--- src/rtl/axi_chan_fifo.sv ---
// Single-clock valid/ready FIFO for AXI channel beats with occupancy, almost-full and high-water telemetry.
// Define AXI_FIFO_BYPASS_EN for a zero-cycle cut-through path when the FIFO is empty.
module axi_chan_fifo #(
  parameter int DATA_W   = 45,
  parameter int DEPTH    = 4,
  parameter int AFULL_TH = DEPTH - 1,
  parameter int ADDR_W   = $clog2(DEPTH)
) (
  input  logic              clk,
  input  logic              rst,
  input  logic              flush,
  input  logic              s_valid,
  output logic              s_ready,
  input  logic [DATA_W-1:0] s_data,
  output logic              m_valid,
  input  logic              m_ready,
  output logic [DATA_W-1:0] m_data,
  output logic [ADDR_W:0]   count,
  output logic              almost_full,
  output logic [ADDR_W:0]   high_water
);

  localparam logic [ADDR_W:0] AFULL_TH_C = (ADDR_W+1)'(AFULL_TH);
  localparam logic [ADDR_W:0] PTR_ZERO   = {(ADDR_W+1){1'b0}};

  logic [DATA_W-1:0] mem_q [DEPTH];
  logic [ADDR_W:0]   wptr_q, wptr_d;
  logic [ADDR_W:0]   rptr_q, rptr_d;
  logic [ADDR_W:0]   hw_q, hw_d;
  logic [ADDR_W:0]   count_d;
  logic              empty_s, full_s, push_s, pop_s, bypass_s;

  // Status flags and handshake outputs derived from the registered pointers.
  always_comb begin
    empty_s     = (wptr_q == rptr_q);
    full_s      = (wptr_q[ADDR_W] != rptr_q[ADDR_W]) &&
                  (wptr_q[ADDR_W-1:0] == rptr_q[ADDR_W-1:0]);
    count       = wptr_q - rptr_q;
    almost_full = (count >= AFULL_TH_C);
    s_ready     = !full_s;
    high_water  = hw_q;
`ifdef AXI_FIFO_BYPASS_EN
    // An empty FIFO presents the upstream beat directly; if taken it is never stored.
    bypass_s    = empty_s && s_valid && m_ready;
    m_valid     = empty_s ? s_valid : 1'b1;
    m_data      = empty_s ? s_data : mem_q[rptr_q[ADDR_W-1:0]];
`else
    bypass_s    = 1'b0;
    m_valid     = !empty_s;
    m_data      = mem_q[rptr_q[ADDR_W-1:0]];
`endif
    push_s      = s_valid && s_ready && !bypass_s;
    pop_s       = !empty_s && m_ready;
  end

  // Next-state pointers and high-water mark; flush overrides any handshake.
  always_comb begin
    wptr_d  = wptr_q;
    rptr_d  = rptr_q;
    hw_d    = hw_q;
    count_d = PTR_ZERO;
    if (flush) begin
      wptr_d = PTR_ZERO;
      rptr_d = PTR_ZERO;
      hw_d   = PTR_ZERO;
    end else begin
      wptr_d  = wptr_q + {{ADDR_W{1'b0}}, push_s};
      rptr_d  = rptr_q + {{ADDR_W{1'b0}}, pop_s};
      count_d = wptr_d - rptr_d;
      if (count_d > hw_q) begin
        hw_d = count_d;
      end else begin
        hw_d = hw_q;
      end
    end
  end

  // Pointer and telemetry registers.
  always_ff @(posedge clk or negedge rst) begin
    if (!rst) begin
      wptr_q <= PTR_ZERO;
      rptr_q <= PTR_ZERO;
      hw_q   <= PTR_ZERO;
    end else begin
      wptr_q <= wptr_d;
      rptr_q <= rptr_d;
      hw_q   <= hw_d;
    end
  end

  // Payload storage; intentionally not reset, and left untouched by flush.
  always_ff @(posedge clk) begin
    if (push_s && !flush) begin
      mem_q[wptr_q[ADDR_W-1:0]] <= s_data;
    end
  end

endmodule

--- config.mk ---
export PLATFORM = sky130hd
export DESIGN_NAME = axi_chan_fifo
export DESIGN_NICKNAME = d
export VERILOG_FILES = /design/src/rtl/axi_chan_fifo.sv
export SDC_FILE = /design/constraint.sdc
export NUM_CORES = 1
export LEC_CHECK = 0
export ABC_AREA = 1
export CAP_MARGIN = 0
export CORE_MARGIN = 3
export CORE_UTILIZATION = 40
export DETAILED_ROUTE_END_ITERATION = 16
export HOLD_SLACK_MARGIN = 0.15
export MAX_ROUTING_LAYER = met4
export SETUP_SLACK_MARGIN = 0.2
export SLEW_MARGIN = 10
export SYNTH_ARGS = -nofsm -noshare
export SYNTH_HDL_FRONTEND = slang
export SYNTH_SLANG_ARGS = --single-unit
--- constraint.sdc ---
create_clock -name clk -period 6.9 [get_ports clk]
set_input_delay 0.69 -clock clk [delete_from_list [all_inputs] [get_ports clk]]
set_output_delay 0.69 -clock clk [all_outputs]
set_load 0.05 [all_outputs]
# --- Word level (Yosys, flattened, before mapping) ---
# Memories as Yosys holds them, arrays and structs flattened.
# Index checks and enable logic that the tools add are counted.
word_totals:
  reg_bits: 9
  latchBits: 0
  ram_bits: 180
  romBits: 0
  inputBits: 50
  out_inout_bits: 54
  word_cells: 27
  memories: 1
classes:
  n_addsub: 4
  n_mul: 0
  div_mod_pow: 0
  n_lt_le_gt_ge: 2
  n_eq_ne: 3
  shifts: 0
  muxes: 6
  bitwise: 0
  reduce_logical: 8
mem_list:
  columns: ["name", "depth", "width", "read_ports", "rd_clocked_by_memory_dff", "wr", "line", "source"]
  rows:
  - ["mem_q", 4, 45, 1, 0, 1, "26", "logic [DATA_W-1:0] mem_q [DEPTH];"]
ops:
  columns: ["op", "count"]
  rows:
  - ["3-bit 2-to-1 mux", 4]
  - ["3-bit by 1-bit adder with 3-bit output", 2]
  - ["3-bit subtractor", 2]
  - ["1-bit logical AND", 4]
  - ["3-bit == test", 1]
  - ["3-bit by 2-bit >= comparator with 1-bit output (second input constant)", 1]
  - ["3-bit > comparator", 1]
  - ["1-bit zero test", 3]
  - ["2-bit == test", 1]
  - ["1-bit 2-to-1 mux", 2]
  - ["2-bit nonzero test", 1]
  - ["1-bit != test", 1]

# --- Depth between registers and ports, before layout ---
depth:
  ltp_word: 9
  ltp_mapped: 24
  mapped_depth_nobuf: 23

# --- Least setup slack after synthesis ---
# OpenSTA, ideal clock, no wires.
synth_path:
  path_type: "reg2reg"
  from: "register rptr_q[1]"
  to: "memory mem_q[2][0], enable pin"
  setup_ps: 503
  t_arrival_ps: 4426
  path_slack_ps: 1970
  path_stages_with_launch: 8
  n_path_buf: 2
  period_less_slack_ps: 4930
  path_cell_list: "dfrtp_1 buf_6 clkinv_2 buf_4 ha_1 nand3_4 nand3_4 nor3_1"
synth_via:
  elab_chain_len: 7
synth_rtl:
  columns: ["item", "line", "source"]
  rows:
  - ["start, declared", "28", "logic [ADDR_W:0] rptr_q, rptr_d;"]
  - ["start signal, assigned", "86", "rptr_q <= rptr_d;"]
  - ["2-bit == test", "37", "(wptr_q[ADDR_W-1:0] == rptr_q[ADDR_W-1:0]);"]
  - ["1-bit logical AND", "36", "full_s = (wptr_q[ADDR_W] != rptr_q[ADDR_W]) &&"]
  - ["1-bit zero test", "40", "s_ready = !full_s;"]
  - ["net s_ready", "13", "output logic s_ready,"]
  - ["1-bit logical AND", "52", "push_s = s_valid && s_ready && !bypass_s;"]
  - ["1-bit logical AND", "93", "if (push_s && !flush) begin"]
  - ["1-bit 2-to-1 mux", "93", null]
  - ["1-bit 2-to-1 mux (not written as such)", "94", "mem_q[wptr_q[ADDR_W-1:0]] <= s_data;"]
  - ["end, declared", "26", null]
# The timed path passes the listed nets, and every way through them passes these cells.

# --- Worst setup path after layout ---
layout_path:
  from: "register rptr_q[1]"
  to: "output port almost_full"
layout_via:
  elab_chain_len: 2
layout_rtl:
  columns: ["item", "line", "source"]
  rows:
  - ["3-bit subtractor", "38", "count = wptr_q - rptr_q;"]
  - ["3-bit by 2-bit >= comparator with 1-bit output", "39", "almost_full = (count >= AFULL_TH_C);"]
  - ["end, declared", "19", "output logic almost_full,"]
# Every way passes these cells.

==> impl_metrics.csv <==
group,metric,value,unit
clock_network,cts_hold_buffers,0,
routing,drc,0,
worst_setup_path,crit_arrival,3.43,ns
place,dp.cells,835,
timing,max_slew_margin,0.373,
die,die-area,20200,sq um
cells_and_area,stdcell_count,867,
worst_setup_path,crit_path_frequent_cell,"nand2_1",
cells_and_area,n_fill_cell,1492,
power,p_leak,3.17,nW
place,io_buffers,103,
yosys,syn_nets,587,
worst_setup_path,crit_chain,"clkinv_2 -> buf_4 -> fa_1 -> nand2_1 -> nand2_1 -> clkdlybuf4s50_1",
clock_network,cts_buffer_depth,2,
global_routing,use_met2,0.255,
worst_setup_path,start_kind,"flop",
clock_network,postCtsSetupBuffers,0,
cells_and_area,utilization,0.510,
global_routing,antenna_found_initial,0,
worst_setup_path,critPathMaxFanout,47,
routing,antenna_violating_nets_post_route,0,
timing,fmax,0.243,GHz
place,place_hpwl,8.63,mm
global_routing,overflow,0,
timing,rsz0062_at_grt,"false",
routing,drtPass1Iterations,5,
yosys,avgSynthCellArea,14.1,sq um
yosys,yosysWarnings,0,
worst_setup_path,worstSetupPathType,"reg2out",
place,gp_congestion,0.858,
clock_network,h-tree-depth,4,
timing,layout_setup_ws,2.78,ns
power,pwr-share-comb,0.295,
routing,post_drt_wl_per_cell,17.4,microns
worst_setup_path,crit_slowest_cell,"dfrtp_2",
clock_network,cts_tree,"yes",
clock_network,cts.repair.resized,0,
run_status,status,"complete, no violations",
global_routing,grt_usage,0.160,
routing,viasPerCell,5.12,
global_routing,grt_pass1_vias,4595,
yosys,synth-seq-area-share,0.760,
die,fp.dieH,142,microns
worst_setup_path,crit_required,6.21,ns
yosys,synth_top_area_cell,"edfxtp_1",
clock_network,clockRootBuffer,"clkbuf_16",
yosys,netlist.area_leader.share,0.729,
power,internal_power,2.26,mW
power,power.switching,1.13,mW
timing,hold_violations,0,
timing,period_share,0.597,
cells_and_area,area_delta_synth_final,24.5,%
clock_network,numCtsBuffers,17,
yosys,yosysMostFrequentCell,"edfxtp_1",
cells_and_area,n_antenna_cell,0,
timing,worst_hold_slack,0.541,ns
yosys,synthCells,525,
power,power.density,367,nW/um^2
timing,finalClockSkew,0.00824,ns
yosys,synth-main-ff-cell,"edfxtp_1",
timing,slew_viol_final,0,
clock_network,clock-sinks,189,
global_routing,grt_start_max_net_pins,91,
power,ir_drop,0.221,mV
power,p_seq_frac,0.397,
clock_network,clk_latency,0.41,ns
timing,setup_tns,0,ns
die,io_pins,104,
die,fp-row-count,49,
yosys,ys_ff_latch,189,
power,p_sw_frac,0.334,
worst_setup_path,cp-end-kind,"output pin",
yosys,ys_types,25,
power,p_clk_frac,0.307,
timing,period_minus_slack,4.12,ns
yosys,synth_area_leaders,"edfxtp_1 (73%), nor2_1 (5.0%), o21ai_0 (4.9%)",
global_routing,grt.busiest_layer,"met2",
worst_setup_path,critPathMaxStageDelay,0.99,ns
clock_network,clk_pin_slew,0.06,ns
yosys,synthArstFlopShare,0.0476,
hold_path,hold_path.class,"reg2reg",
yosys,synth_edf_count,180,
routing,via_count,4442,
routing,drt_first_iter_violations,301,
global_routing,met3_usage,0.0531,
timing,worst_pin_slew,0.941,ns
job,maxCapViolations,0,
yosys,syn_area,7410,sq um
routing,wirelength,15.1,mm
global_routing,grt_pass1_wl,23.8,mm
cells_and_area,final_nets,687,
global_routing,use_met1,0.201,
die,core_area,18100,sq um
place,post-place-ws,2.84,ns
timing,setup_viol,0,
yosys,synth.top_cells.by_count,"edfxtp_1 (180), nor2_1 (98), o21ai_0 (73)",
cells_and_area,final_layout_size_suffix_gt1_frac,0.0752,
die,fp.dieW,142,microns
die,initial_core_util,0.410,
-- worst paths after layout --
| kind | start | endpoint | slack [ns] | cells after the start |
|---|---|---|---|---|
| worst max-delay path | rptr_q[1] | almost_full | 2.78 | 6 |
| min in group asynchronous | rst | wptr_q[2] | 0.57 | 1 |
| worst min register to register | high_water[0] | high_water[0] | 0.54 | 2 |
| worst min-delay path | high_water[0] | high_water[0] | 0.54 | 2 |
| max in group asynchronous | rst | rptr_q[1] | 6.01 | 1 |
| worst max register to register | rptr_q[1] | high_water[2] | 2.83 | 21 |
-- sequential cells by signal, summed over array words and instances, names as in the netlist --
signal and count:
mem_q 180, high_water 3, rptr_q 3, wptr_q 3
-- routing by layer --
layer	up-vias	share of wire
met5	-	0
met4	0	0.0040
met3	7	0.062
met2	118	0.49
met1	2184	0.45
li1	2133	-
-- power by group through the flow --
stage	Combinational [mW]	Sequential [mW]	Clock, mW
2_1_floorplan	0.711	1.36	0
3_3_place_gp	0.992	1.37	0
3_5_place_dp	1.01	1.37	0
4_1_cts	1.01	1.35	1.06
5_1_grt	1.08	1.35	1.12
6_report	1.00	1.35	1.04
-- kinds of logic after synthesis --
| group | after synthesis | share of synthesized area |
|---|---|---|
| AO/OA/AOI/OAI | 137 | 0.100 |
| buffers and inverters | 52 | 0.0415 |
| AND/OR/NAND/NOR | 133 | 0.0741 |
| XOR/XNOR | 2 | 0.00236 |
| adder cells (fa/ha/maj) | 12 | 0.0223 |
| flip-flops | 189 | 0.760 |
-- metrics by stage --
step | cell area [sq um] | power, mW
floorplan | 7410 | 2.07
global placement | 8590 | 2.36
detailed placement | 8590 | 2.38
CTS | 9230 | 3.42
global route | 9230 | 3.55
finish | 9230 | 3.39
-- final cells by class --
| type | count | area, sq um | share of cell area |
|---|---|---|---|
| multi-input cells | 284 | 1490 | 0.162 |
| inverters | 23 | 92.6 | 0.0100 |
| repair buffers | 110 | 1080 | 0.117 |
| clock buffers | 18 | 429 | 0.0465 |
| well taps | 229 | 287 | 0.0310 |
| clock inverters | 14 | 213 | 0.0230 |
| flip-flops and latches | 189 | 5630 | 0.610 |
-- critical path: cells and delay by family, from the launching register on --
kind | cells | cell delay [ns]
buf+inv | 3 | 1.28
fa+ha+maj | 1 | 0.62
flops | 1 | 0.99
simple gates | 2 | 0.12
-- cell usage in the layout, fill, tap and decap left out, types with 4 or more instances in the layout --
master,instances
dfrtp_1,7
o21ai_1,18
buf_4,7
nand3_1,5
bufinv_16,5
nor2_1,98
nand2_1,20
clkbuf_16,17
o21ai_0,73
nor3_2,4
o22ai_1,45
ha_1,10
clkdlybuf4s50_1,103
inv_6,4
edfxtp_1,180
inv_1,21
No activity file was read; power rests on OpenSTA's default activity.
